### config.mk
export PLATFORM = sky130hd
export DESIGN_NAME = divider_sched
export DESIGN_NICKNAME = d
export VERILOG_FILES = /design/src/rtl/divider_sched_pkg.sv /design/src/rtl/divider_sched_dividerFsm.sv /design/src/rtl/divider_sched.sv
export SDC_FILE = /design/constraint.sdc
export NUM_CORES = 1
export LEC_CHECK = 0
export ABC_AREA = 1
export BUFFER_PORTS_ARGS = -buffer_cell sky130_fd_sc_hd__buf_4
export CORE_ASPECT_RATIO = 1.1
export CORE_MARGIN = 4
export CORE_UTILIZATION = 40
export CTS_BUF_LIST = sky130_fd_sc_hd__clkbuf_4 sky130_fd_sc_hd__clkbuf_8
export CTS_CLUSTER_DIAMETER = 40
export CTS_CLUSTER_SIZE = 10
export DETAILED_ROUTE_END_ITERATION = 12
export PLACE_DENSITY_LB_ADDON = 0.08
export SLEW_MARGIN = 20
export SYNTH_ARGS = -nofsm -noshare
export SYNTH_HDL_FRONTEND = slang
export SYNTH_SLANG_ARGS = --single-unit
### constraint.sdc
create_clock -name i_clk -period 5.7 [get_ports i_clk]
set_clock_uncertainty 0.1 [all_clocks]
set_input_delay 0 -clock i_clk [delete_from_list [all_inputs] [get_ports i_clk]]
set_output_delay 0 -clock i_clk [all_outputs]
set_load 0.01 [all_outputs]
### src/rtl/divider_sched_pkg.sv
// divider_sched_pkg: shared types for the divider scheduler slice.
// Holds the state encoding of the iterative divider core.
// No ports.
package divider_sched_pkg;

  typedef enum logic {
    DIV_IDLE = 1'b0,
    DIV_RUN  = 1'b1
  } div_state_t;

endpackage

### src/rtl/divider_sched_dividerFsm.sv
// dividerFsm: iterative unsigned restoring divider, one quotient bit per enabled cycle.
// Latency: o_busy high for WIDTH enabled cycles after i_begin; results valid once o_busy is low.
// Backpressure: none; i_begin is only honoured while idle, i_cg=0 freezes all state.
// Ports: i_clk/i_rst/i_cg clock, async reset, enable; i_begin/i_dividend/i_divisor start;
//        o_busy, o_quotient, o_remainder results.
module dividerFsm
  import divider_sched_pkg::*;
#(
  parameter int WIDTH          = 8,
  parameter int ABSTRACT_MODEL = 0
) (
  input  logic             i_clk,
  input  logic             i_rst,
  input  logic             i_cg,
  input  logic             i_begin,
  input  logic [WIDTH-1:0] i_dividend,
  input  logic [WIDTH-1:0] i_divisor,
  output logic             o_busy,
  output logic [WIDTH-1:0] o_quotient,
  output logic [WIDTH-1:0] o_remainder
);

  localparam int CW = $clog2(WIDTH + 1);

  div_state_t       st_q, st_d;
  logic [CW-1:0]    cnt_q, cnt_d;
  logic [WIDTH-1:0] quo_q, quo_d;
  logic [WIDTH-1:0] rem_q, rem_d;
  logic [WIDTH-1:0] dsr_q, dsr_d;
  logic [WIDTH:0]   shifted;
  logic [WIDTH:0]   diff;

  always_comb begin
    st_d    = st_q;
    cnt_d   = cnt_q;
    quo_d   = quo_q;
    rem_d   = rem_q;
    dsr_d   = dsr_q;
    // Quotient register doubles as the dividend shift register: its MSB
    // feeds the partial remainder each step, the new quotient bit enters at LSB.
    shifted = {rem_q, quo_q[WIDTH-1]};
    diff    = shifted - {1'b0, dsr_q};
    case (st_q)
      DIV_IDLE: begin
        if (i_begin) begin
          st_d  = DIV_RUN;
          cnt_d = CW'(WIDTH);
          dsr_d = i_divisor;
          if (ABSTRACT_MODEL != 0) begin
            quo_d = i_dividend / i_divisor;
            rem_d = i_dividend % i_divisor;
          end else begin
            quo_d = i_dividend;
            rem_d = '0;
          end
        end
      end
      default: begin
        if (ABSTRACT_MODEL == 0) begin
          if (shifted >= {1'b0, dsr_q}) begin
            rem_d = diff[WIDTH-1:0];
            quo_d = {quo_q[WIDTH-2:0], 1'b1};
          end else begin
            rem_d = shifted[WIDTH-1:0];
            quo_d = {quo_q[WIDTH-2:0], 1'b0};
          end
        end
        cnt_d = cnt_q - 1'b1;
        if (cnt_q == CW'(1)) st_d = DIV_IDLE;
      end
    endcase
  end

  always_ff @(posedge i_clk or posedge i_rst) begin
    if (i_rst) begin
      st_q  <= DIV_IDLE;
      cnt_q <= '0;
      quo_q <= '0;
      rem_q <= '0;
      dsr_q <= '0;
    end else if (i_cg) begin
      st_q  <= st_d;
      cnt_q <= cnt_d;
      quo_q <= quo_d;
      rem_q <= rem_d;
      dsr_q <= dsr_d;
    end
  end

  assign o_busy      = (st_q == DIV_RUN);
  assign o_quotient  = quo_q;
  assign o_remainder = rem_q;

endmodule

### src/rtl/divider_sched.sv
// divider_sched: round-robin arbiter sharing one iterative divider among N_REQ requesters.
// Latency: grant to o_rsp_valid is WIDTH+2 enabled cycles, or 1 cycle for divide-by-zero.
// Backpressure: one operation at a time; results held until the owner asserts i_rsp_ready.
// Ports: i_clk/i_rst/i_cg clock, async reset, enable; i_req_* per-requester request bus
//        with o_req_ready grant; o_rsp_valid/i_rsp_ready response handshake; o_rsp_* results; o_busy.
module divider_sched #(
  parameter int WIDTH          = 8,
  parameter int N_REQ          = 4,
  parameter int ABSTRACT_MODEL = 0
) (
  input  logic                   i_clk,
  input  logic                   i_rst,
  input  logic                   i_cg,
  input  logic [N_REQ-1:0]       i_req_valid,
  output logic [N_REQ-1:0]       o_req_ready,
  input  logic [N_REQ*WIDTH-1:0] i_req_dividend,
  input  logic [N_REQ*WIDTH-1:0] i_req_divisor,
  output logic [N_REQ-1:0]       o_rsp_valid,
  input  logic [N_REQ-1:0]       i_rsp_ready,
  output logic [WIDTH-1:0]       o_rsp_quotient,
  output logic [WIDTH-1:0]       o_rsp_remainder,
  output logic                   o_rsp_dbz,
  output logic                   o_busy
);

  localparam int IDXW = (N_REQ > 1) ? $clog2(N_REQ) : 1;

  typedef enum logic [1:0] {
    ST_IDLE = 2'd0,
    ST_BUSY = 2'd1,
    ST_RESP = 2'd2
  } state_t;

  // Lowest offset from last+1 wins; scanning offsets high to low lets the
  // nearest valid requester overwrite any farther one.
  function automatic logic [IDXW-1:0] rr_pick(input logic [N_REQ-1:0] v,
                                              input logic [IDXW-1:0]  last);
    logic [IDXW-1:0] pick;
    logic [IDXW-1:0] idx;
    pick = last;
    for (int i = N_REQ; i >= 1; i--) begin
      idx = IDXW'((int'(last) + i) % N_REQ);
      if (v[idx]) pick = idx;
    end
    return pick;
  endfunction

  state_t           state_q, state_d;
  logic [IDXW-1:0]  last_q, last_d;
  logic [IDXW-1:0]  owner_q, owner_d;
  logic [WIDTH-1:0] quo_q, quo_d;
  logic [WIDTH-1:0] rem_q, rem_d;
  logic             dbz_q, dbz_d;

  logic [IDXW-1:0]  grant_idx;
  logic [WIDTH-1:0] sel_dvd, sel_dvs;
  logic [N_REQ-1:0] req_ready, rsp_vld;
  logic             div_begin, div_busy;
  logic [WIDTH-1:0] div_quo, div_rem;

  always_comb begin
    grant_idx = rr_pick(i_req_valid, last_q);
    sel_dvd   = '0;
    sel_dvs   = '0;
    for (int k = 0; k < N_REQ; k++) begin
      if (grant_idx == IDXW'(k)) begin
        sel_dvd = i_req_dividend[k*WIDTH +: WIDTH];
        sel_dvs = i_req_divisor[k*WIDTH +: WIDTH];
      end
    end
  end

  always_comb begin
    state_d   = state_q;
    last_d    = last_q;
    owner_d   = owner_q;
    quo_d     = quo_q;
    rem_d     = rem_q;
    dbz_d     = dbz_q;
    req_ready = '0;
    rsp_vld   = '0;
    div_begin = 1'b0;
    case (state_q)
      ST_IDLE: begin
        // Reset term keeps the combinational grant quiet while reset is held.
        if (i_cg && !i_rst && (|i_req_valid)) begin
          req_ready[grant_idx] = 1'b1;
          last_d  = grant_idx;
          owner_d = grant_idx;
          if (sel_dvs == '0) begin
            quo_d   = '1;
            rem_d   = sel_dvd;
            dbz_d   = 1'b1;
            state_d = ST_RESP;
          end else begin
            div_begin = 1'b1;
            state_d   = ST_BUSY;
          end
        end
      end
      ST_BUSY: begin
        if (!div_busy) begin
          quo_d   = div_quo;
          rem_d   = div_rem;
          dbz_d   = 1'b0;
          state_d = ST_RESP;
        end
      end
      default: begin
        rsp_vld[owner_q] = 1'b1;
        if (i_rsp_ready[owner_q]) state_d = ST_IDLE;
      end
    endcase
  end

  always_ff @(posedge i_clk or posedge i_rst) begin
    if (i_rst) begin
      state_q <= ST_IDLE;
      last_q  <= IDXW'(N_REQ - 1);
      owner_q <= '0;
      quo_q   <= '0;
      rem_q   <= '0;
      dbz_q   <= 1'b0;
    end else if (i_cg) begin
      state_q <= state_d;
      last_q  <= last_d;
      owner_q <= owner_d;
      quo_q   <= quo_d;
      rem_q   <= rem_d;
      dbz_q   <= dbz_d;
    end
  end

  dividerFsm #(
    .WIDTH          (WIDTH),
    .ABSTRACT_MODEL (ABSTRACT_MODEL)
  ) u_div (
    .i_clk       (i_clk),
    .i_rst       (i_rst),
    .i_cg        (i_cg),
    .i_begin     (div_begin),
    .i_dividend  (sel_dvd),
    .i_divisor   (sel_dvs),
    .o_busy      (div_busy),
    .o_quotient  (div_quo),
    .o_remainder (div_rem)
  );

  assign o_req_ready     = req_ready;
  assign o_rsp_valid     = rsp_vld;
  assign o_rsp_quotient  = quo_q;
  assign o_rsp_remainder = rem_q;
  assign o_rsp_dbz       = dbz_q;
  assign o_busy          = (state_q != ST_IDLE);

endmodule

* After elaboration in Yosys (flattened, before gate mapping)
Index checks and enable logic that the tools add are counted.
** Word-level totals
- Memory bits (read-only) :: 0
- Register bits :: 52
- Memories :: 0
- Input bits :: 75
- Latch bits :: 0
- Bits in writable memories :: 0
- Word-level logic and storage cells :: 114
- Output and inout port bits :: 26
** Cells by class
- Shifts and indexed selects :: 0
- Multiply operators :: 0
- Equality and inequality tests :: 8
- Bitwise logic cells :: 1
- Reduce and logical (&&, ||, !) cells :: 19
- $add $sub $neg :: 6
- Multiplexer cells :: 60
- Div/mod/pow operators :: 0
- $lt $le $gt $ge :: 9
** Operators with widths (count)
- 8-bit 2-to-1 mux :: 19
- 8-bit one-hot mux with 2 select lines :: 2
- 4-bit 2-to-1 mux :: 5
- 2-bit by 3-bit less-than comparator with 1-bit output (second input constant) :: 6
- 1-bit 2-to-1 mux :: 17
- 2-bit 2-to-1 mux :: 8
- 1-bit binary-select mux with 2-bit select :: 5
- 9-bit by 8-bit >= comparator with 1-bit output :: 1
- 8-bit logical NOT :: 1
- 8-bit subtractor :: 1
- 2-bit != test (second input constant) :: 3
- 3-bit AND reduction :: 2
- 2-bit nonzero test :: 3
- 5-bit AND reduction :: 1
- 2-bit by 1-bit adder with 2-bit output (second input constant) :: 2
- 2-bit adder (second input constant) :: 2
- 1-bit demux with 2-bit select :: 2
- 2-bit by 1-bit equality test with 1-bit output (second input constant) :: 2
- 2-bit equality test (second input constant) :: 2
- 4-bit by 1-bit equality test with 1-bit output (second input constant) :: 1
- 2-bit by 1-bit >= comparator with 1-bit output (second input constant) :: 2
- 1-bit logical AND :: 4
- 2-bit logical NOT :: 2
- 2-bit one-hot mux with 2 select lines :: 1
- other kinds (9) :: 9

* Logic depth before layout (Yosys ltp)
Gate-level depths: netlist (run 1).
- Depth after elaboration :: 18
- Gate-level depth with buffers :: 24
- Mapped depth without buffers :: 20

* Cells and area by module
From an unflattened synthesis (run 1), not the netlist that was laid out.
** Second synthesis, totals
- Cells, all modules :: 567
- Area total of the unflattened synthesis :: 3921.3 um2
** Modules (own cells, without submodules)
- divider_sched :: area each 2087.0 um2, times used 1, cells an instance 322, seq. area each 578.1 um2
- dividerFsm :: area each 1834.3 um2, times used 1, cells an instance 245, seq. area each 725.7 um2

* Least setup slack after synthesis (run 1)
Ideal clock, no wire load.
- Path kind :: register to register
- Start :: reg last_q[0]
- End :: reg quo_q[1] (netlist: o_rsp_quotient[1])
- Clock period less this slack :: 2.663 ns
- Required time :: 5.483 ns
- Path slack :: 3.037 ns
- Setup time :: 0.117 ns
- Cell stages (with the launch flop) :: 25
- Buffers on the path :: 5
- Data arrival time :: 2.446 ns
- Path through :: dfstp_2 buf_6 inv_4 nand2_1 nand2_1 nand2_1 nand2_1 nand2_2 nand2_2 nand2_4 nand2_4 buf_6 buf_6 nand3_1 nand3_1 nor2_1 nand2_1 nor2_1 nand2_1 buf_6 nand2_8 nand2_4 buf_6 nand2_1 nand2_1
** Between the ends
- Longest elaborated chain between the ends :: 15
- Elaborated cells on any way between the ends :: 27
- Classes of those cells :: add/sub: 4; eq/ne: 4; mux: 16; reduce/logical: 3
** RTL lines
- start: declaration :: RTL line divider_sched.sv:49 : logic [IDXW-1:0] last_q, last_d;
- start signal: assignment :: RTL line divider_sched.sv:119 : last_q <= IDXW'(N_REQ - 1);
- start signal: assignment :: RTL line divider_sched.sv:126 : last_q <= last_d;
- 2-bit by 1-bit adder with 2-bit output :: RTL line divider_sched.sv:42 : idx = IDXW'((int'(last) + i) % N_REQ);
- 1-bit binary-select mux with 2-bit select :: RTL line divider_sched.sv:43 : if (v[idx]) pick = idx;
- 1-bit 2-to-1 mux (implied by the code) :: RTL line divider_sched.sv:43
- 2-bit 2-to-1 mux (3 in a row) :: RTL line divider_sched.sv:43
- 2-bit 2-to-1 mux * :: RTL line divider_sched.sv:43
- 2-bit logical NOT :: RTL line divider_sched.sv:66 : if (grant_idx == IDXW'(k)) begin
- 8-bit 2-to-1 mux (3 in a row) :: RTL line divider_sched.sv:66
- 8-bit 2-to-1 mux * :: RTL line divider_sched.sv:66
- 8-bit logical NOT * :: RTL line divider_sched.sv:90 : if (sel_dvs == '0) begin
- 2-bit != test (no source line) *
- 5-bit AND reduction (no source line) *
- end signal: assignment :: RTL line divider_sched.sv:128 : quo_q <= quo_d;
- end: declaration :: RTL line divider_sched.sv:51 : logic [WIDTH-1:0] quo_q, quo_d;
Mark *: on every way between the ends. The rest lies on a longest branch, timed or not. The select of a mux whose other input is x is not followed.
A chain may end at the register's enable or synchronous reset.

* Final worst setup path (run 1)
- Start :: reg last_q[0]
- End :: reg u_div.quo_q[6] (netlist: u_div.o_quotient[6])
** Between the ends
- Longest elaborated chain between the ends :: 18
- Elaborated cells on any way between the ends :: 36
- Classes of those cells :: add/sub: 4; eq/ne: 3; mux: 25; reduce/logical: 4
** RTL lines
- 2-bit by 1-bit adder with 2-bit output :: RTL line divider_sched.sv:42
- 1-bit binary-select mux with 2-bit select :: RTL line divider_sched.sv:43
- 1-bit 2-to-1 mux (implied by the code) :: RTL line divider_sched.sv:43
- 2-bit 2-to-1 mux (3 in a row) :: RTL line divider_sched.sv:43
- 2-bit 2-to-1 mux * :: RTL line divider_sched.sv:43
- 2-bit logical NOT :: RTL line divider_sched.sv:66
- 8-bit 2-to-1 mux (4 in a row) :: RTL line divider_sched.sv:66
- 8-bit logical NOT :: RTL line divider_sched.sv:90
- 1-bit 2-to-1 mux :: RTL line divider_sched.sv:90
- 1-bit 2-to-1 mux :: RTL line divider_sched.sv:86 : if (i_cg && !i_rst && (|i_req_valid)) begin
- 1-bit 2-to-1 mux :: RTL line divider_sched.sv:83 : case (state_q)
- 2-bit nonzero test (no source line)
- 2-bit AND reduction (no source line)
- end signal: assignment :: RTL line divider_sched_dividerFsm.sv:84 : quo_q <= quo_d;
- end: declaration :: RTL line divider_sched_dividerFsm.sv:27 : logic [WIDTH-1:0] quo_q, quo_d;
Marks and branches as above.

==> results of run 1 <==
## cell type report
cell class                      instances  area (um^2)  area share
Tap cell                              114        142.6     0.03065
Timing Repair Buffer                  104        785.8      0.1688
Clock inverter                          3        68.82     0.01478
Sequential cell                        52         1304      0.2801
Multi-Input combinational cell        415         2042      0.4387
Clock buffer                            5        68.82     0.01478
Inverter                               64        242.7     0.05215
## power by group
group	switching (W)	total, W	leakage [nW]	internal [W]
combinational	0.00138	0.00207	1.83	0.000694
sequential	0.000139	0.000676	0.653	0.000537
clock	0.000131	0.000308	0.0687	0.000177
total	0.00165	0.00306	2.55	0.00141
## registers in the layout, summed over array words and instances, names as in the netlist
name	count
state_q	2
u_div.o_quotient	8
o_rsp_dbz	1
o_rsp_quotient	8
owner_q	2
u_div.o_remainder	8
u_div.dsr_q	8
o_rsp_remainder	8
last_q	2
u_div.o_busy	1
u_div.cnt_q	4
## synth_stat cells (2+ instances only)
cell,number,area share
sky130_fd_sc_hd__nor2_1,29,0.029
sky130_fd_sc_hd__clkinv_1,2,0.0020
sky130_fd_sc_hd__nand4_1,24,0.040
sky130_fd_sc_hd__ha_1,10,0.034
sky130_fd_sc_hd__buf_6,5,0.015
sky130_fd_sc_hd__buf_2,6,0.0081
sky130_fd_sc_hd__nand2_2,4,0.0067
sky130_fd_sc_hd__or2_2,2,0.0034
sky130_fd_sc_hd__inv_2,2,0.0020
sky130_fd_sc_hd__o21ai_0,24,0.032
sky130_fd_sc_hd__nor3_1,9,0.012
sky130_fd_sc_hd__inv_1,59,0.060
sky130_fd_sc_hd__nand2_4,3,0.0091
sky130_fd_sc_hd__clkbuf_1,9,0.0091
sky130_fd_sc_hd__nor2_2,4,0.0067
sky130_fd_sc_hd__nor2_4,2,0.0061
sky130_fd_sc_hd__xor2_1,5,0.012
sky130_fd_sc_hd__dfstp_2,2,0.014
sky130_fd_sc_hd__nand2_1,200,0.20
sky130_fd_sc_hd__dfrtp_1,50,0.34
sky130_fd_sc_hd__nand3_1,75,0.10
sky130_fd_sc_hd__nand3_2,5,0.013
sky130_fd_sc_hd__a21oi_1,8,0.011
## layer usage
metal,track usage,routed length (um),share of wire,up-vias
met5,0,0,0,-
li1,-,-,-,1964
met4,0.06341,238,0.022,0
met1,0.2391,4449,0.41,1753
met3,0.03391,606,0.057,22
met2,0.3699,5431,0.51,133
## timing repair
| action | 4_1_cts | 5_1_grt |
|---|---|---|
| endpoints found under the hold margin | 51 | 0 |
| endpoints found under the setup margin | 0 | 0 |
| gates resized for setup | 0 | 0 |
| hold buffers | 2 | 0 |
| buffers inserted | 0 | 0 |
## cell families (layout without fill, tap and decap cells)
| family | Yosys count | count (layout) | synth area share |
|---|---|---|---|
| adders and majority gates | 11 | 11 | 0.03914 |
| xor gates and xnor gates | 6 | 6 | 0.01417 |
| buffers and inverters | 85 | 176 | 0.09987 |
| and+or+nand+nor | 360 | 360 | 0.4403 |
| AOI/OAI and AO/OA | 38 | 38 | 0.05500 |
| DFF | 52 | 52 | 0.3516 |
## worst min-delay path by stage
| stage | slack, ns | endpoint | cells past startpoint |
|---|---|---|---|
| 2_1_floorplan | 0.08 | u_div.o_busy | 3 |
| 3_3_place_gp | 0.14 | owner_q[1] | 3 |
| 3_5_place_dp | 0.15 | owner_q[1] | 3 |
| 4_1_cts | 0.06 | u_div.o_quotient[7] | 7 |
| 5_1_grt | 0.1 | u_div.dsr_q[6] | 7 |
| 6_report | 0.06 | u_div.o_quotient[7] | 7 |
## worst reg2reg max path: stages (launching register included)
cell	delay, ns
sky130_fd_sc_hd__dfstp_2	0.67
sky130_fd_sc_hd__inv_4	0.08
sky130_fd_sc_hd__nand2_1	0.08
sky130_fd_sc_hd__nand2_1	0.10
sky130_fd_sc_hd__nand2_2	0.12
sky130_fd_sc_hd__nand2_1	0.08
sky130_fd_sc_hd__inv_2	0.07
sky130_fd_sc_hd__nand3_2	0.17
sky130_fd_sc_hd__nand2_4	0.35
sky130_fd_sc_hd__nor2_4	0.14
sky130_fd_sc_hd__inv_2	0.15
sky130_fd_sc_hd__nor2_1	0.06
sky130_fd_sc_hd__nor2_1	0.16
sky130_fd_sc_hd__nand2_1	0.07
sky130_fd_sc_hd__nor2_1	0.10
sky130_fd_sc_hd__nand2_1	0.30
sky130_fd_sc_hd__nand2_1	0.68
sky130_fd_sc_hd__nand2_2	0.36
sky130_fd_sc_hd__nand2_1	0.15
sky130_fd_sc_hd__nand2_1	0.06
## placed cells by master (no fill, tap or decap), types with 4 or more instances in the layout
cell type and count:
sky130_fd_sc_hd__nand3_2 5, sky130_fd_sc_hd__nor2_2 4, sky130_fd_sc_hd__inv_1 58, sky130_fd_sc_hd__nand4_1 24, sky130_fd_sc_hd__nor3_1 9, sky130_fd_sc_hd__buf_4 102, sky130_fd_sc_hd__nand2_2 4, sky130_fd_sc_hd__xor2_1 5
sky130_fd_sc_hd__clkbuf_8 5, sky130_fd_sc_hd__a21oi_1 8, sky130_fd_sc_hd__nand3_1 75, sky130_fd_sc_hd__dfrtp_1 50, sky130_fd_sc_hd__nand2_1 200, sky130_fd_sc_hd__o21ai_0 24, sky130_fd_sc_hd__nor2_1 29, sky130_fd_sc_hd__ha_1 10
## through the flow
step | std cells | total power [W] | hold WS, ns | util
after floorplan | 552 | 0.002239 | 0.08236 | -
after global placement | 747 | 0.002699 | 0.1428 | 0.5008
after detailed placement | 747 | 0.002747 | 0.1467 | 0.5008
after CTS | 757 | 0.003061 | 0.05547 | 0.5184
after global routing | 757 | 0.003398 | 0.09906 | 0.5193
final | 757 | 0.003055 | 0.05585 | 0.5193
==> flow_summary.html, run 1 <==
<table>
<tr><th>Metric</th><th>Value</th></tr>
<tr><th colspan="2">Outcome</th></tr>
<tr><td>Outcome</td><td>completed</td></tr>
<tr><th colspan="2">Finish</th></tr>
<tr><td>Net count of the finished layout</td><td>728</td></tr>
<tr><td>Fraction of final layout cells with drive strength greater than 1</td><td>0.2146</td></tr>
<tr><td>Fill cells</td><td>between 900 and 1,000</td></tr>
<tr><td>Final design area excluding fillers</td><td>~4700 um^2</td></tr>
<tr><td>Diode count</td><td>0</td></tr>
<tr><td>Area overhead of the layout relative to synthesis</td><td>25.51%</td></tr>
<tr><th colspan="2">Clocking</th></tr>
<tr><td>Post-CTS clock slew at the launch and capture registers of the worst setup and hold paths</td><td>roughly 0.10 ns</td></tr>
<tr><td>Clk root buf</td><td>sky130_fd_sc_hd__clkbuf_8</td></tr>
<tr><td>Buffer depth of the longest clock path</td><td>2</td></tr>
<tr><td>Clk sink count</td><td>between 50 and 60</td></tr>
<tr><td>Inserted Clock Buffers</td><td>5</td></tr>
<tr><td>Maximum level of the CTS H-tree</td><td>2</td></tr>
<tr><td>Worst skew pair latency</td><td>slightly above 0.3 ns</td></tr>
<tr><td>CTS tree</td><td>done</td></tr>
<tr><th colspan="2">Place</th></tr>
<tr><td>Cell area reported after detailed placement</td><td>4489 um^2</td></tr>
<tr><td>Global placement routability congestion</td><td>0.9436</td></tr>
<tr><td>Post-DP HPWL</td><td>8417 um</td></tr>
<tr><td>Port bufs</td><td>100</td></tr>
<tr><td>Pre-CTS WS</td><td>1.353 ns</td></tr>
<tr><th colspan="2">Worst setup path</th></tr>
<tr><td>CP endpoint kind</td><td>flip-flop</td></tr>
<tr><td>Depth of the worst register-to-register path</td><td>19</td></tr>
<tr><td>Largest stage delay, worst path</td><td>0.68 ns</td></tr>
<tr><td>Worst R2R End</td><td>u_div.o_quotient[6]</td></tr>
<tr><td>Endpoint of the most critical setup path</td><td>u_div.o_quotient[6]</td></tr>
<tr><td>Arrival time at the worst endpoint</td><td>4.27 ns</td></tr>
<tr><td>Critical path required time</td><td>5.81 ns</td></tr>
<tr><td>Reg-to-reg setup timing slack</td><td>1.54 ns</td></tr>
<tr><td>Setup CP Type</td><td>reg -&gt; reg</td></tr>
<tr><td>CP Cell Sequence</td><td>inv_4, nand2_1, nand2_1, nand2_2, nand2_1, inv_2, nand3_2, nand2_4, nor2_4, inv_2, nor2_1, nor2_1, nand2_1, nor2_1, nand2_1, nand2_1, nand2_2, nand2_1, nand2_1</td></tr>
<tr><td>Setup crit start kind</td><td>flip-flop</td></tr>
<tr><td>Number of logic stages on the critical path including buffering</td><td>19</td></tr>
<tr><td>Most numerous cell on the critical path</td><td>sky130_fd_sc_hd__nand2_1</td></tr>
<tr><td>Critical path buffer and inverter count</td><td>3</td></tr>
<tr><td>Maximum fanout along the worst path</td><td>29</td></tr>
<tr><td>Source of the worst register-to-register timing path</td><td>last_q[0]</td></tr>
<tr><td>Crit path from</td><td>last_q[0]</td></tr>
<tr><td>Worst path slowest cell</td><td>sky130_fd_sc_hd__nand2_1</td></tr>
<tr><td>Gate family responsible for the most delay along the worst path</td><td>simple AND/OR/NAND/NOR gates</td></tr>
<tr><th colspan="2">Routing</th></tr>
<tr><td>Total number of vias</td><td>3,872</td></tr>
<tr><td>Detailed-router iteration count before antenna repair</td><td>5</td></tr>
<tr><td>Remaining antenna violation count</td><td>0</td></tr>
<tr><td>Vias/cell</td><td>~5</td></tr>
<tr><td>DRC errors left</td><td>0</td></tr>
<tr><td>Number of DRC markers in iteration 0</td><td>290</td></tr>
<tr><td>Average detailed-routed wire length per instance</td><td>14.17 um</td></tr>
<tr><td>Total wire length after detailed routing</td><td>10,730 um</td></tr>
<tr><th colspan="2">Global routing</th></tr>
<tr><td>Remaining Overflow, GRT</td><td>0</td></tr>
<tr><td>Tot GR Track Use</td><td>0.2017</td></tr>
<tr><td>Via count of the first global-routing pass</td><td>3,882</td></tr>
<tr><td>Antenna violations before repair</td><td>0</td></tr>
<tr><td>Maximum number of pins on one net before global-route repair</td><td>53</td></tr>
<tr><td>First-pass GRT wire length</td><td>17,660 um</td></tr>
<tr><th colspan="2">Synthesis</th></tr>
<tr><td>Net count of the mapped netlist</td><td>638</td></tr>
<tr><td>Post-Synthesis Cells</td><td>552</td></tr>
<tr><td>Post-synthesis sequential element count</td><td>52</td></tr>
<tr><td>Unique cell type count in the Yosys netlist</td><td>36</td></tr>
<tr><td>Top_reg_cell synth</td><td>sky130_fd_sc_hd__dfrtp_1</td></tr>
<tr><td>Cell area after synthesis</td><td>about 3700 um^2</td></tr>
<tr><td>Sequential share of the synthesized area</td><td>0.3516</td></tr>
<tr><td>Average size of a mapped cell</td><td>around 6.7 um^2</td></tr>
<tr><td>EDFF count, synth</td><td>0</td></tr>
<tr><td>Async set-reset flop share out of synthesis</td><td>1.000</td></tr>
<tr><td>Yosys synthesis warning count</td><td>0</td></tr>
<tr><th colspan="2">Hold path</th></tr>
<tr><td>Hold WC Path Type</td><td>in -&gt; reg</td></tr>
<tr><td>Worst hold start</td><td>i_req_dividend[23]</td></tr>
<tr><th colspan="2">Floorplan</th></tr>
<tr><td>I/O pin total</td><td>a little over 100</td></tr>
<tr><td>Die Span X</td><td>99.81 um</td></tr>
<tr><td>Standard cell core area</td><td>8964 um^2</td></tr>
<tr><td>Initial standard-cell utilization of the core</td><td>0.4137</td></tr>
<tr><td>Die Area</td><td>10,880 um^2</td></tr>
<tr><td>Cell row count</td><td>36</td></tr>
<tr><td>Height of the die</td><td>109.0 um</td></tr>
<tr><th colspan="2">STA</th></tr>
<tr><td>Unrepaired setup endpoints after global routing</td><td>no</td></tr>
<tr><td>Setup TNS after final layout</td><td>0 ns</td></tr>
<tr><td>Worst-case setup margin in the final layout</td><td>1.540 ns</td></tr>
<tr><td>Number of setup violations in the final report</td><td>0</td></tr>
<tr><td>Slew Viols, Final</td><td>0</td></tr>
<tr><td>Endpoints failing hold</td><td>0</td></tr>
<tr><td>Max Freq</td><td>240.4 MHz</td></tr>
<tr><td>Actual transition at the worst max-transition pin</td><td>0.9869 ns</td></tr>
<tr><td>Minimum clock period after layout</td><td>4.160 ns</td></tr>
<tr><td>Worst slew margin</td><td>0.3396</td></tr>
<tr><td>Final worst path period share</td><td>0.7298</td></tr>
<tr><th colspan="2">Run</th></tr>
<tr><td>Reported max-cap violation count</td><td>0</td></tr>
<tr><th colspan="2">Power and ir drop</th></tr>
<tr><td>Maximum resistive drop on vdd</td><td>407.6 uV</td></tr>
<tr><td>Power Dens Cells</td><td>656.5 nW/um^2</td></tr>
<tr><td>Pleak</td><td>2.550 nW</td></tr>
</table>
Power figures use the tool's default switching activity.
==> inputs of run 2 (changes only) <==
==> constraint.sdc (replaced) <==
create_clock -name i_clk -period 3.45 [get_ports i_clk]
set_clock_uncertainty 0.1 [all_clocks]
set_input_delay 0 -clock i_clk [delete_from_list [all_inputs] [get_ports i_clk]]
set_output_delay 0 -clock i_clk [all_outputs]
set_load 0.01 [all_outputs]
==> run 2 against run 1 <==
  * Critical endpoint is now u_div.o_quotient[0]
  * Sequential power increased by 66%
  * Largest cell class unchanged
  * Cell area increased by 0.94%
  * Core utilization increased by 0.49 points
  * Die area unchanged
  * Global-route usage increased by 0.52 points
  * Fmax increased by 35%
  * Clock power increased by 25%
  * Power increased by 68%
==> flow_summary.html, run 2 (synthesis gave the netlist of run 1 again) <==
<table>
<tr><th>Metric</th><th>Value</th></tr>
<tr><th colspan="2">Power and ir drop</th></tr>
<tr><td>Maximum resistive drop on vdd</td><td>535.0 uV (+31%)</td></tr>
<tr><td>Cell-internal power</td><td>0.002288 W (+63%)</td></tr>
<tr><td>Clock power share</td><td>0.075 (-0.026)</td></tr>
<tr><td>Switching Share</td><td>0.5529 (+0.01368)</td></tr>
<tr><td>Power Dens Cells</td><td>1089 nW/um^2 (+66%)</td></tr>
<tr><td>Part of the power in registers</td><td>0.218 (-0.003)</td></tr>
<tr><td>Combinational share of power</td><td>0.707 (+0.029)</td></tr>
<tr><td>Pleak</td><td>2.573 nW (+0.89%)</td></tr>
<tr><td>Total net switching power</td><td>0.002830 W (+72%)</td></tr>
<tr><th colspan="2">Clocking</th></tr>
<tr><td>Inserted Clock Buffers</td><td>5 (unchanged)</td></tr>
<tr><td>Post-CTS clock slew at the launch and capture registers of the worst setup and hold paths</td><td>0.11 ns (about the same)</td></tr>
<tr><td>Maximum level of the CTS H-tree</td><td>2 (unchanged)</td></tr>
<tr><td>Worst skew pair latency</td><td>0.31 ns (about the same)</td></tr>
<tr><td>Clk sink count</td><td>52 (unchanged)</td></tr>
<tr><td>CTS tree</td><td>done</td></tr>
<tr><td># Post-CTS Setup Buffers</td><td>0 (unchanged)</td></tr>
<tr><td>Clk root buf</td><td>sky130_fd_sc_hd__clkbuf_8</td></tr>
<tr><td>Buffer depth of the longest clock path</td><td>2 (unchanged)</td></tr>
<tr><th colspan="2">STA</th></tr>
<tr><td>Max Freq</td><td>324.3 MHz (+35%)</td></tr>
<tr><td>Worst-case setup margin in the final layout</td><td>0.3661 ns (-1.174 ns)</td></tr>
<tr><td>Setup TNS after final layout</td><td>0 ns (unchanged)</td></tr>
<tr><td>Endpoints failing hold</td><td>0 (unchanged)</td></tr>
<tr><td>Unrepaired setup endpoints after global routing</td><td>no</td></tr>
<tr><td>Number of setup violations in the final report</td><td>0 (unchanged)</td></tr>
<tr><td>Final worst path period share</td><td>0.8939 (+0.1641)</td></tr>
<tr><td>Final Hold Slack</td><td>0.03388 ns (-0.02196 ns)</td></tr>
<tr><td>Minimum clock period after layout</td><td>3.084 ns (-1.076 ns)</td></tr>
<tr><td>Slew Viols, Final</td><td>0 (unchanged)</td></tr>
<tr><td>Actual transition at the worst max-transition pin</td><td>0.8274 ns (-0.1595 ns)</td></tr>
<tr><td>Worst slew margin</td><td>0.4471 (+0.1074)</td></tr>
<tr><th colspan="2">Finish</th></tr>
<tr><td>Fraction of final layout cells with drive strength greater than 1</td><td>0.2255 (+0.01084)</td></tr>
<tr><td>Final standard cell count with taps included and fillers excluded</td><td>766 (+1.2%)</td></tr>
<tr><td>Net count of the finished layout</td><td>737 (+1.2%)</td></tr>
<tr><td>Diode count</td><td>0 (unchanged)</td></tr>
<tr><td>Area overhead of the layout relative to synthesis</td><td>26.69%</td></tr>
<tr><td>Final standard cell utilization of the core</td><td>0.5241 (+0.004886)</td></tr>
<tr><td>Highest-count cells in the layout ignoring fill and taps</td><td>sky130_fd_sc_hd__nand2_1 (200), sky130_fd_sc_hd__buf_4 (110), sky130_fd_sc_hd__nand3_1 (75)</td></tr>
<tr><td>Most common library cell in the layout ignoring fill and taps</td><td>sky130_fd_sc_hd__nand2_1</td></tr>
<tr><td>Fill cells</td><td>922 (+1.7%)</td></tr>
<tr><th colspan="2">Routing</th></tr>
<tr><td>Total number of vias</td><td>3,883 (+0.28%)</td></tr>
<tr><td>Total wire length after detailed routing</td><td>11,080 um (+3.3%)</td></tr>
<tr><td>Vias/cell</td><td>5.069 (-0.89%)</td></tr>
<tr><td>Number of DRC markers in iteration 0</td><td>184 (-37%)</td></tr>
<tr><td>Average detailed-routed wire length per instance</td><td>14.46 um (+2.1%)</td></tr>
<tr><td>DRC errors left</td><td>0 (unchanged)</td></tr>
<tr><td>Remaining antenna violation count</td><td>0 (unchanged)</td></tr>
<tr><td>Detailed-router iteration count before antenna repair</td><td>5 (unchanged)</td></tr>
<tr><th colspan="2">Global routing</th></tr>
<tr><td>Antenna violations before repair</td><td>0 (unchanged)</td></tr>
<tr><td>Tot GR Track Use</td><td>0.2069 (+0.005219)</td></tr>
<tr><td>First-pass GRT wire length</td><td>18,100 um (+2.5%)</td></tr>
<tr><td>Via count of the first global-routing pass</td><td>3,759 (-3.2%)</td></tr>
<tr><td>Maximum number of pins on one net before global-route repair</td><td>33 (-38%)</td></tr>
<tr><td>Remaining Overflow, GRT</td><td>0 (unchanged)</td></tr>
<tr><th colspan="2">Hold path</th></tr>
<tr><td>Hold WC Path Type</td><td>in -&gt; reg</td></tr>
<tr><td>Worst hold start</td><td>i_req_divisor[30]</td></tr>
<tr><td>Number of cells traversed by the worst hold path</td><td>7 (unchanged)</td></tr>
<tr><td>Worst min-delay path endpoint</td><td>u_div.dsr_q[6]</td></tr>
<tr><th colspan="2">Floorplan</th></tr>
<tr><td>Die Span X</td><td>99.81 um (unchanged)</td></tr>
<tr><td>Die Area</td><td>10,880 um^2 (unchanged)</td></tr>
<tr><td>Standard cell core area</td><td>8964 um^2 (unchanged)</td></tr>
<tr><td>Height of the die</td><td>109.0 um (unchanged)</td></tr>
<tr><td>I/O pin total</td><td>101 (unchanged)</td></tr>
<tr><td>Initial standard-cell utilization of the core</td><td>0.4137 (unchanged)</td></tr>
<tr><td>Cell row count</td><td>36 (unchanged)</td></tr>
<tr><th colspan="2">Worst setup path</th></tr>
<tr><td>Critical path buffer and inverter count</td><td>4 (+1)</td></tr>
<tr><td>Source of the worst register-to-register timing path</td><td>last_q[0]</td></tr>
<tr><td>Setup crit start kind</td><td>flip-flop</td></tr>
<tr><td>Gate family responsible for the most delay along the worst path</td><td>simple AND/OR/NAND/NOR gates</td></tr>
<tr><td>Critical path required time</td><td>3.61 ns (-2.20 ns)</td></tr>
<tr><td>Worst path slowest cell</td><td>sky130_fd_sc_hd__dfstp_2</td></tr>
<tr><td>Most numerous cell on the critical path</td><td>sky130_fd_sc_hd__nand2_1</td></tr>
<tr><td>Arrival time at the worst endpoint</td><td>3.24 ns (-1.03 ns)</td></tr>
<tr><td>CP endpoint kind</td><td>flip-flop</td></tr>
<tr><td>Setup CP Type</td><td>reg -&gt; reg</td></tr>
<tr><td>Reg-to-reg setup timing slack</td><td>0.37 ns (-1.17 ns)</td></tr>
<tr><td>Largest stage delay, worst path</td><td>0.67 ns (about the same)</td></tr>
<tr><td>Maximum fanout along the worst path</td><td>21 (-28%)</td></tr>
<tr><td>CP Cell Sequence</td><td>inv_4, nand2_1, nand3_1, nand2_1, inv_1, nand2_2, nand2_2, nand2_4, nand2_4, nand3_2, nand3_1, nor2_1, nand2_1, nor2_1, nand2_1, buf_4, nand2_1, buf_4, nand3_1, nand2_1</td></tr>
<tr><td>Worst R2R End</td><td>u_div.o_quotient[0]</td></tr>
<tr><td>Depth of the worst register-to-register path</td><td>20 (+1)</td></tr>
<tr><th colspan="2">Place</th></tr>
<tr><td>Pre-CTS WS</td><td>0.2545 ns (-1.099 ns)</td></tr>
<tr><td>Post-DP HPWL</td><td>8593 um (+2.1%)</td></tr>
<tr><td># placed instances</td><td>755 (+1.1%)</td></tr>
<tr><td>Global placement routability congestion</td><td>0.8552 (-9.4%)</td></tr>
<tr><td>Port bufs</td><td>100 (unchanged)</td></tr>
<tr><th colspan="2">Outcome</th></tr>
<tr><td>Outcome</td><td>completed</td></tr>
<tr><th colspan="2">Run</th></tr>
<tr><td>Reported max-cap violation count</td><td>0 (unchanged)</td></tr>
</table>
[run 2: worst max-delay path by stage]
stage                                 to      start  cells past startpoint
detailed placement   u_div.o_quotient[7]  last_q[0]                     20
global route         u_div.o_quotient[5]  last_q[0]                     18
finish               u_div.o_quotient[0]  last_q[0]                     20
CTS                 u_div.o_remainder[7]  last_q[0]                     20
floorplan              o_rsp_quotient[1]  last_q[0]                     24
global placement     u_div.o_quotient[3]  last_q[0]                     20
[run 2: stage by stage]
step | cell area [um^2] | total power (W)
CTS | 4666 | 0.005072
detailed placement | 4549 | 0.004684
global route | 4698 | 0.005701
global placement | 4549 | 0.004618
floorplan | 3709 | 0.003699
finish | 4698 | 0.005118
[run 2: worst reg2reg max path, stage by stage (launching register included)]
cell	delay (ns)
sky130_fd_sc_hd__dfstp_2	0.67
sky130_fd_sc_hd__inv_4	0.08
sky130_fd_sc_hd__nand2_1	0.06
sky130_fd_sc_hd__nand3_1	0.09
sky130_fd_sc_hd__nand2_1	0.12
sky130_fd_sc_hd__inv_1	0.06
sky130_fd_sc_hd__nand2_2	0.09
sky130_fd_sc_hd__nand2_2	0.08
sky130_fd_sc_hd__nand2_4	0.15
sky130_fd_sc_hd__nand2_4	0.17
sky130_fd_sc_hd__nand3_2	0.11
sky130_fd_sc_hd__nand3_1	0.10
sky130_fd_sc_hd__nor2_1	0.14
sky130_fd_sc_hd__nand2_1	0.07
sky130_fd_sc_hd__nor2_1	0.11
sky130_fd_sc_hd__nand2_1	0.09
sky130_fd_sc_hd__buf_4	0.17
sky130_fd_sc_hd__nand2_1	0.09
sky130_fd_sc_hd__buf_4	0.26
sky130_fd_sc_hd__nand3_1	0.11
sky130_fd_sc_hd__nand2_1	0.10
[run 2: layout make-up]
type                    count  area (um^2)  share of cell area
inverters                  64        242.7             0.05166
clock buffers               5        68.82             0.01465
well taps                 114        142.6             0.03036
clock inverters             3        27.53            0.005859
flip-flops and latches     52         1304              0.2775
repair buffers            112        845.8              0.1800
multi-input cells         416         2067              0.4399
[run 2: what timing repair did]
item,in CTS,in global routing
endpoints found under the hold margin,21,0
endpoints found under the setup margin,0,34
hold buffers,2,0
resized for setup,0,3
[run 2: power by group through the flow]
| stage | combinational, W | sequential (W) | clock (W) |
|---|---|---|---|
| final | 0.00362 | 0.00112 | 0.000385 |
| after global routing | 0.00413 | 0.00115 | 0.000415 |
| after floorplan | 0.00261 | 0.00108 | 0 |
| after CTS | 0.00357 | 0.00112 | 0.000390 |
| after detailed placement | 0.00356 | 0.00113 | 0 |
| after global placement | 0.00350 | 0.00112 | 0 |
[run 2: routing by layer]
layer / vias up / routed length (um) / track usage
met5: - / 0 / 0
met3: 17 / 643 / 0.03647
met1: 1769 / 4642 / 0.2448
met2: 117 / 5604 / 0.3866
met4: 0 / 190 / 0.04878
li1: 1980 / - / -
